==> src/rtl/ifu_pc.sv <==
// Instruction-fetch PC unit: program counter, next-PC selection and fetch-address checking.
// Optional fetch counter enabled by defining IFU_FETCH_CNT_EN.
module ifu_pc #(
    parameter logic [31:0] RESET_PC = 32'h0000_3000,
    parameter int          IM_AW    = 12
) (
    input  logic             clk,
    input  logic             reset,
    input  logic             stall,
    input  logic             br_taken,
    input  logic [15:0]      br_offset,
    input  logic             jump,
    input  logic [25:0]      j_index,
    input  logic             jr,
    input  logic [31:0]      jr_target,
    output logic [31:0]      pc,
    output logic [31:0]      pc_plus4,
    output logic [IM_AW-1:0] im_addr,
    output logic             fetch_valid,
    output logic             addr_err
`ifdef IFU_FETCH_CNT_EN
    ,
    output logic [31:0]      fetch_cnt
`endif
);

    typedef enum logic [1:0] {
        BOOT = 2'd0,
        RUN  = 2'd1,
        HALT = 2'd2
    } state_t;

    state_t      state_q;
    logic [31:0] pc_q;
    logic        fetch_valid_q;
    logic        addr_err_q;

    logic [31:0] br_target;
    logic [31:0] next_pc_d;
    logic        next_legal;
    logic [32:0] addr_ext;
    logic [32:0] lo_bound;
    logic [32:0] hi_bound;
    logic [31:0] pc_off;
    logic        unused_pc_off;

    assign pc_plus4  = pc_q + 32'd4;
    assign br_target = pc_plus4 + {{14{br_offset[15]}}, br_offset, 2'b00};

    always_comb begin
        next_pc_d = pc_plus4;
        if (jr) begin
            next_pc_d = jr_target;
        end else if (jump) begin
            next_pc_d = {pc_plus4[31:28], j_index, 2'b00};
        end else if (br_taken) begin
            next_pc_d = br_target;
        end
    end

    // Bounds are widened to 33 bits so RESET_PC + memory size cannot wrap past 2^32.
    assign addr_ext   = {1'b0, next_pc_d};
    assign lo_bound   = {1'b0, RESET_PC};
    assign hi_bound   = lo_bound + (33'd4 << IM_AW);
    assign next_legal = (next_pc_d[1:0] == 2'b00) && (addr_ext >= lo_bound) && (addr_ext < hi_bound);

    assign pc_off        = pc_q - RESET_PC;
    assign im_addr       = pc_off[IM_AW+1:2];
    assign unused_pc_off = ^{pc_off[31:IM_AW+2], pc_off[1:0]};

    assign pc          = pc_q;
    assign fetch_valid = fetch_valid_q;
    assign addr_err    = addr_err_q;

`ifdef IFU_FETCH_CNT_EN
    logic [31:0] fetch_cnt_q;
    assign fetch_cnt = fetch_cnt_q;
`endif

    always_ff @(posedge clk or negedge reset) begin
        if (!reset) begin
            state_q       <= BOOT;
            pc_q          <= RESET_PC;
            fetch_valid_q <= 1'b0;
            addr_err_q    <= 1'b0;
`ifdef IFU_FETCH_CNT_EN
            fetch_cnt_q   <= 32'd0;
`endif
        end else begin
            case (state_q)
                BOOT: begin
                    state_q       <= RUN;
                    fetch_valid_q <= 1'b1;
                end
                RUN: begin
                    // stall overrides every redirect, including an illegal one.
                    if (!stall) begin
                        if (next_legal) begin
                            pc_q <= next_pc_d;
`ifdef IFU_FETCH_CNT_EN
                            fetch_cnt_q <= fetch_cnt_q + 32'd1;
`endif
                        end else begin
                            state_q       <= HALT;
                            fetch_valid_q <= 1'b0;
                            addr_err_q    <= 1'b1;
                        end
                    end
                end
                HALT: begin
                    fetch_valid_q <= 1'b0;
                    addr_err_q    <= 1'b1;
                end
                default: begin
                    state_q       <= HALT;
                    fetch_valid_q <= 1'b0;
                    addr_err_q    <= 1'b1;
                end
            endcase
        end
    end

endmodule

==> config.mk <==
export PLATFORM = sky130hd
export DESIGN_NAME = ifu_pc
export DESIGN_NICKNAME = d
export VERILOG_FILES = /design/src/rtl/ifu_pc.sv
export SDC_FILE = /design/constraint.sdc
export NUM_CORES = 1
export LEC_CHECK = 0
export CAP_MARGIN = 15
export CORE_ASPECT_RATIO = 0.6
export CORE_UTILIZATION = 35
export CTS_CLUSTER_SIZE = 10
export DETAILED_ROUTE_END_ITERATION = 6
export PLACE_DENSITY = 0.73
export SLEW_MARGIN = 10
export SYNTH_ARGS = -nofsm -noshare
export SYNTH_HDL_FRONTEND = slang
export SYNTH_SLANG_ARGS = --single-unit
==> constraint.sdc <==
create_clock -name clk -period 5.41 [get_ports clk]
set_input_delay 1.082 -clock clk [delete_from_list [all_inputs] [get_ports clk]]
set_output_delay 1.082 -clock clk [all_outputs]
set_load 0.005 [all_outputs]
Word level (Yosys, flattened, before mapping). Cells that the tools add are included.

Register bits after elaboration: 36. Bits of input ports: 80. Output and inout port bits: 78. Word-level logic and storage cells: 36.

$add $sub $neg: 3. Order comparisons: 2. Eq/ne operators: 4. Muxes and demuxes: 12. Bitwise gates (word level): 3. Reductions and logical operators: 8.

Operators by type and width (count): 2-to-1 mux 32 bit (3); adder 32 x 3 -> 32 bit (second input constant) (1); adder 32 bit (1); >= comparator 32 x 14 -> 1 bit (second input constant) (1); less-than comparator 32 x 15 -> 1 bit (second input constant) (1); subtractor 14 bit (second input constant) (1); AND reduction 3 bit (3); case mux 2 bit (3 select lines) (1); logical NOT 2 bit (2); 2-to-1 mux 1 bit (4); 2-to-1 mux 2 bit (2); inequality test 2 bit (second input constant) (2); case mux 1 bit (2 select lines) (2); inverter 1 bit (3); equality test 2 x 1 -> 1 bit (second input constant) (1); equality test 2 bit (second input constant) (1); logical AND 1 bit (2); AND reduction 2 bit (1).

Longest topological paths before layout.
Depth in word-level cells: 11. Mapped depth: 20. Mapped depth without buffers: 15.

Worst setup path after synthesis. Ideal clock, no wire load.

Path kind: register to register. From: register pc_q[2] (netlist: pc[2]). To: register pc_q[14] (netlist: pc[14]). Arrival time: 4752 ps. Setup slack: 531 ps. Stages on the path, launching flop included: 21. Period minus slack after synthesis: 4879 ps. Path through: dfrtp_1 -> ha_1 -> clkbuf_1 -> nand3_1 -> or4_1 -> buf_2 -> nor3_1 -> xor2_1 -> ha_1 -> clkbuf_1 -> a21oi_1 -> o21ai_0 -> a22oi_1 -> nand4_1 -> a2111oi_0 -> o2111ai_1 -> nor4b_2 -> and4_1 -> buf_4 -> buf_6 -> mux2_1.

Longest elaborated chain between the ends: 9. Elaborated cells between the ends (all ways): 10. Those cells by class: add/sub: 2; order compare: 2; mux: 3; reduce/logical: 3.

RTL lines: start, declared (RTL line 34) `logic [31:0] pc_q;`; start signal, assigned (RTL line 99) `pc_q <= next_pc_d;`; adder 32 x 3 -> 32 bit (*) (RTL line 47) `assign pc_plus4 = pc_q + 32'd4;`; named net pc_plus4[26] (RTL line 17) `output logic [31:0] pc_plus4,`; adder 32 bit (RTL line 48) `assign br_target = pc_plus4 + {{14{br_offset[15]}}, br_offset, 2'b00};`; 2-to-1 mux 32 bit (*) (RTL line 56) `end else if (br_taken) begin`; 2-to-1 mux 32 bit (*) (RTL line 54) `end else if (jump) begin`; 2-to-1 mux 32 bit (*) (RTL line 52) `if (jr) begin`; >= comparator 32 x 14 -> 1 bit (RTL line 65) `assign next_legal = (next_pc_d[1:0] == 2'b00) && (addr_ext >= lo_bound) && (addr_ext < hi_bound);`; logical AND 1 bit (RTL line 65); logical AND 1 bit (*) (RTL line 65); AND reduction 3 bit (no source line) (*).

Mark *: on every way through the listed nets, which the timed path passes. The rest lies on a longest branch. A chain may end at the register's enable or synchronous reset.

Worst setup path in the final report.
From: register pc_q[3] (netlist: pc[3]). To: register pc_q[14] (netlist: pc[14]).

Longest elaborated chain between the ends: 9. Elaborated cells between the ends (all ways): 10. Those cells by class: add/sub: 2; order compare: 2; mux: 3; reduce/logical: 3.

RTL lines (RTL line): adder 32 x 3 -> 32 bit (*) (47); adder 32 bit (48); 2-to-1 mux 32 bit (56); 2-to-1 mux 32 bit (*) (54); 2-to-1 mux 32 bit (*) (52); >= comparator 32 x 14 -> 1 bit (65); logical AND 1 bit (2 in series) (65); AND reduction 3 bit (no source line).

Mark *: on every way between the ends. The rest lies on a longest branch, timed or not.

==> summary.md <==
| Metric | Value |
|---|---|
| Status | `finished, final reports clean` |
| Hold Crit Class | `flip-flop to flip-flop` |
| FF-to-FF setup slack | `230 ps` |
| Max rail drop VDD | `about 140 uV` |
| Starting Density | `between 30% and 40%` |
| Post-Syn Area | `between 0.005 and 0.006 mm2` |
| Vias in the first global route | `5,809` |
| Final hold viol count | `0` |
| RSZ-0062 raised after global routing | `no` |
| Seq cells post-synth | `36` |
| Static leakage | `approximately 3 nW` |
| Clk buf depth | `2` |
| Reg2Reg Capture Point | `pc[14]$_DFFE_PN0P_` |
| FFs w/ async S/R, synth | `between 90% and 100%` |
| Mux cell area share after synthesis | `between 4 and 5%` |
| Sink Count | `36` |
| Total Wirelength | `~22 mm` |
| H-tree Lvls | `2` |
| First-pass GRT wire length | `33.8 mm` |
| Synth Flop Type | `dfrtp_1` |
| DP Cell Count | `between 1,000 and 1,500` |
| Worst skew pair latency | `roughly 280 ps` |
| Xor/xnor cell area share of the yosys netlist | `between 5 and 6%` |
| First drt pass iteration count | `7` |
| Routed WL per cell | `20.9 um` |
| Min Hold Slack | `463 ps` |
| Synth unique cells | `72` |
| Die Area | `between 0.015 and 0.02 mm2` |
| Hold_buf cts | `0` |
| Die H | `approximately 97 um` |
| EDFF count, synth | `0` |
| Final core utilization | `between 50% and 60%` |
| Post-DRT Antenna Nets | `0` |
| Start of the worst register-to-register path | `pc[3]$_DFFE_PN0P_` |
| Placement Cell Area | `0.00711 mm2` |
| Finished Cell Area | `0.00737 mm2` |
| DRC errors left | `0` |
| Max Cap Viol | `0` |
| Worst-Margin Slew | `between 900 and 1000 ps` |
| Sequential area share after synthesis | `between 10% and 20%` |
| PortBufs | `roughly 160` |
| CP Capture Type | `flip-flop` |
| Synth top area share | `between 10% and 20%` |
| Share of cells above drive strength 1 | `about a tenth` |
| Setup Crit Path Kind | `flip-flop to flip-flop` |
| Area leader, netlist | `dfrtp_1` |
| Max Fclk | `roughly 190 MHz` |
| Clock-pin slew on the worst setup and hold paths | `60 ps` |
| Worst Skew | `6.88 ps` |
| Area grow syn2layout | `40.6%` |
| Reg2reg path depth | `16` |
| Placeable Area | `~0.015 mm2` |
| Post-synthesis adder-cell area fraction | `between 8 and 9%` |
| Mapped Cells | `719` |
| Area contributors post-synth | `dfrtp_1 16%, ha_1 7.9%, a21oi_1 5.2%, nand2_1 4.7%, nor2_1 4.7%` |
| Vias | `6,450` |
| Via-to-Cell Ratio | `roughly 6` |
| Largest net degree at the start of global routing | `37` |
| Final Max Tran Viols | `0` |
| Synth Area in Simple Gates | `33.5%` |
| Complex-gate fraction of the synthesized area | `23.6%` |
| Ant diodes | `0` |
| Post-DP HPWL | `between 15 and 20 mm` |
| Ys Warns | `0` |
| Largest family of logic cells by synthesized area | `simple AND/OR/NAND/NOR gates` |
| CP arrival | `~5300 ps` |
| Final Non-Filler Cells | `~1,100` |
| PwrDens | `117 mW/mm2` |
| Syn_area_per_cell | `between 7 and 8 um2` |
| Critical path origin | `pc[3]$_DFFE_PN0P_` |
| Total GRT Usage | `between 20% and 30%` |
| Syn Nets | `833` |
| Count leader, synth | `nand2_1` |
| Crit path to | `pc[14]$_DFFE_PN0P_` |
| Max Fanout on Critical Path | `14` |
| TritonCTS Buffers | `5` |
| Root Buffer Master | `clkbuf_16` |
| Startpoint Class | `flip-flop` |
| GP Congestion | `1.04` |
| Die Span X | `roughly 160 um` |
| Rel. slew slack | `~39%` |
| Worst path required time | `around 5600 ps` |
| CTS tree | `built` |
| Total chip power | `around 0.00086 W` |
| Io pins | `between 150 and 200` |
| Commonest cells post-synth | `66 x nand2_1, 65 x nor2_1, 54 x a21oi_1` |
| NumNets Final | `987` |
| Tcrit/Tclk final | `95.8%` |
| Final setup fails | `0` |
| Placement Rows | `34` |
| Initial antenna violation count | `0` |
| Grt total ovfl | `0` |
| Fin crit period | `between 5000 and 6000 ps` |
| Initial DRC count | `about 750` |
[worst max-delay path: stages, from the launching register on]
cell,delay [ps]
dfrtp_1,490
ha_4,230
nand3_1,160
or4_4,630
nor2_1,190
xor2_2,310
ha_2,410
a21oi_1,270
o21ai_0,220
a22oi_1,220
nand4_1,160
a2111oi_2,410
o2111ai_1,180
nor4b_2,340
and4_1,310
buf_12,170
mux2_1,340
[routing by layer]
metal / wire length [um] / up-vias / track usage (%)
met2: 8420 / 405 / 36.5
li1: - / 3008 / -
met1: 10700 / 3014 / 43.9
met4: 254 / 0 / 4.62
met5: 0 / - / 0
met3: 3070 / 23 / 9.26
[power by group]
| part | internal [W] | total, W | switching (W) | leakage, nW |
|---|---|---|---|---|
| Combinational | 0.000118 | 0.000257 | 0.000139 | 2.44 |
| Sequential | 0.000271 | 0.000272 | 0.00000121 | 0.470 |
| Clock | 0.000216 | 0.000332 | 0.000115 | 0.0798 |
| Total | 0.000605 | 0.000861 | 0.000255 | 2.99 |
[repair_timing]
| item | CTS | global route |
|---|---|---|
| gates resized for setup | 4 | 10 |
| pin swaps | 0 | 1 |
| setup buffers | 0 | 4 |
| endpoints found under the setup margin | 28 | 35 |
[cells in the final DEF, fill, tap and decap left out, types with 5 or more instances in the layout]
master           instances
nand2b_1                 9
nor3b_1                  5
ha_1                    30
dfrtp_1                 33
o21ai_0                 38
nand2_1                 66
clkdlybuf4s50_1        156
and3_1                   5
a21oi_1                 52
o21a_1                  11
nor4_1                  16
nor3_1                  28
mux2i_1                 16
buf_4                   45
and2_1                   7
a31oi_1                  7
nand4_1                 34
clkbuf_16                5
xor2_1                  15
o31ai_1                  7
nor2_1                  65
xnor2_1                 17
a211oi_1                10
a21o_1                   6
o211ai_1                 6
and4_1                  10
nand3_1                 25
inv_1                   20
mux2_1                   9
a22oi_1                  5
nor2b_1                 27
[layout make-up]
cell class,count,area [um2]
Clock buffer,5,125
Clock inverter,3,42.5
Fill cell,1443,7180
Inverter,20,75.1
Multi-Input combinational cell,607,4050
Sequential cell,36,905
Tap cell,198,248
Timing Repair Buffer,203,1920
[flip-flops by register name, indices dropped and copies added, names as in the netlist]
signal	flops
pc	32
state_q	2
addr_err	1
fetch_valid	1
[cells by family after synthesis]
family,count (synthesis)
fa+ha+maj,34
buf+inv,76
flops,36
xor+xnor,35
compound gates,188
simple gates,325
mux,25
[per-stage QoR]
step           worst slack, ps  setup TNS (ps)
5_1_grt                   31.7               0
4_1_cts                    118               0
2_1_floorplan              531               0
6_report                   226               0
3_3_place_gp             -80.8           -1680
3_5_place_dp             -63.6            -926
[worst min-delay path by stage]
stage | startpoint | to | slack (ps) | cells past startpoint
3_3_place_gp | addr_err$_DFFE_PN0P_ | addr_err$_DFFE_PN0P_ | 440 | 1
6_report | addr_err$_DFFE_PN0P_ | addr_err$_DFFE_PN0P_ | 460 | 1
3_5_place_dp | addr_err$_DFFE_PN0P_ | addr_err$_DFFE_PN0P_ | 450 | 1
4_1_cts | addr_err$_DFFE_PN0P_ | addr_err$_DFFE_PN0P_ | 460 | 1
5_1_grt | addr_err$_DFFE_PN0P_ | addr_err$_DFFE_PN0P_ | 500 | 1
2_1_floorplan | addr_err$_DFFE_PN0P_ | addr_err$_DFFE_PN0P_ | 450 | 1
No activity file was read; power rests on OpenSTA's default activity.
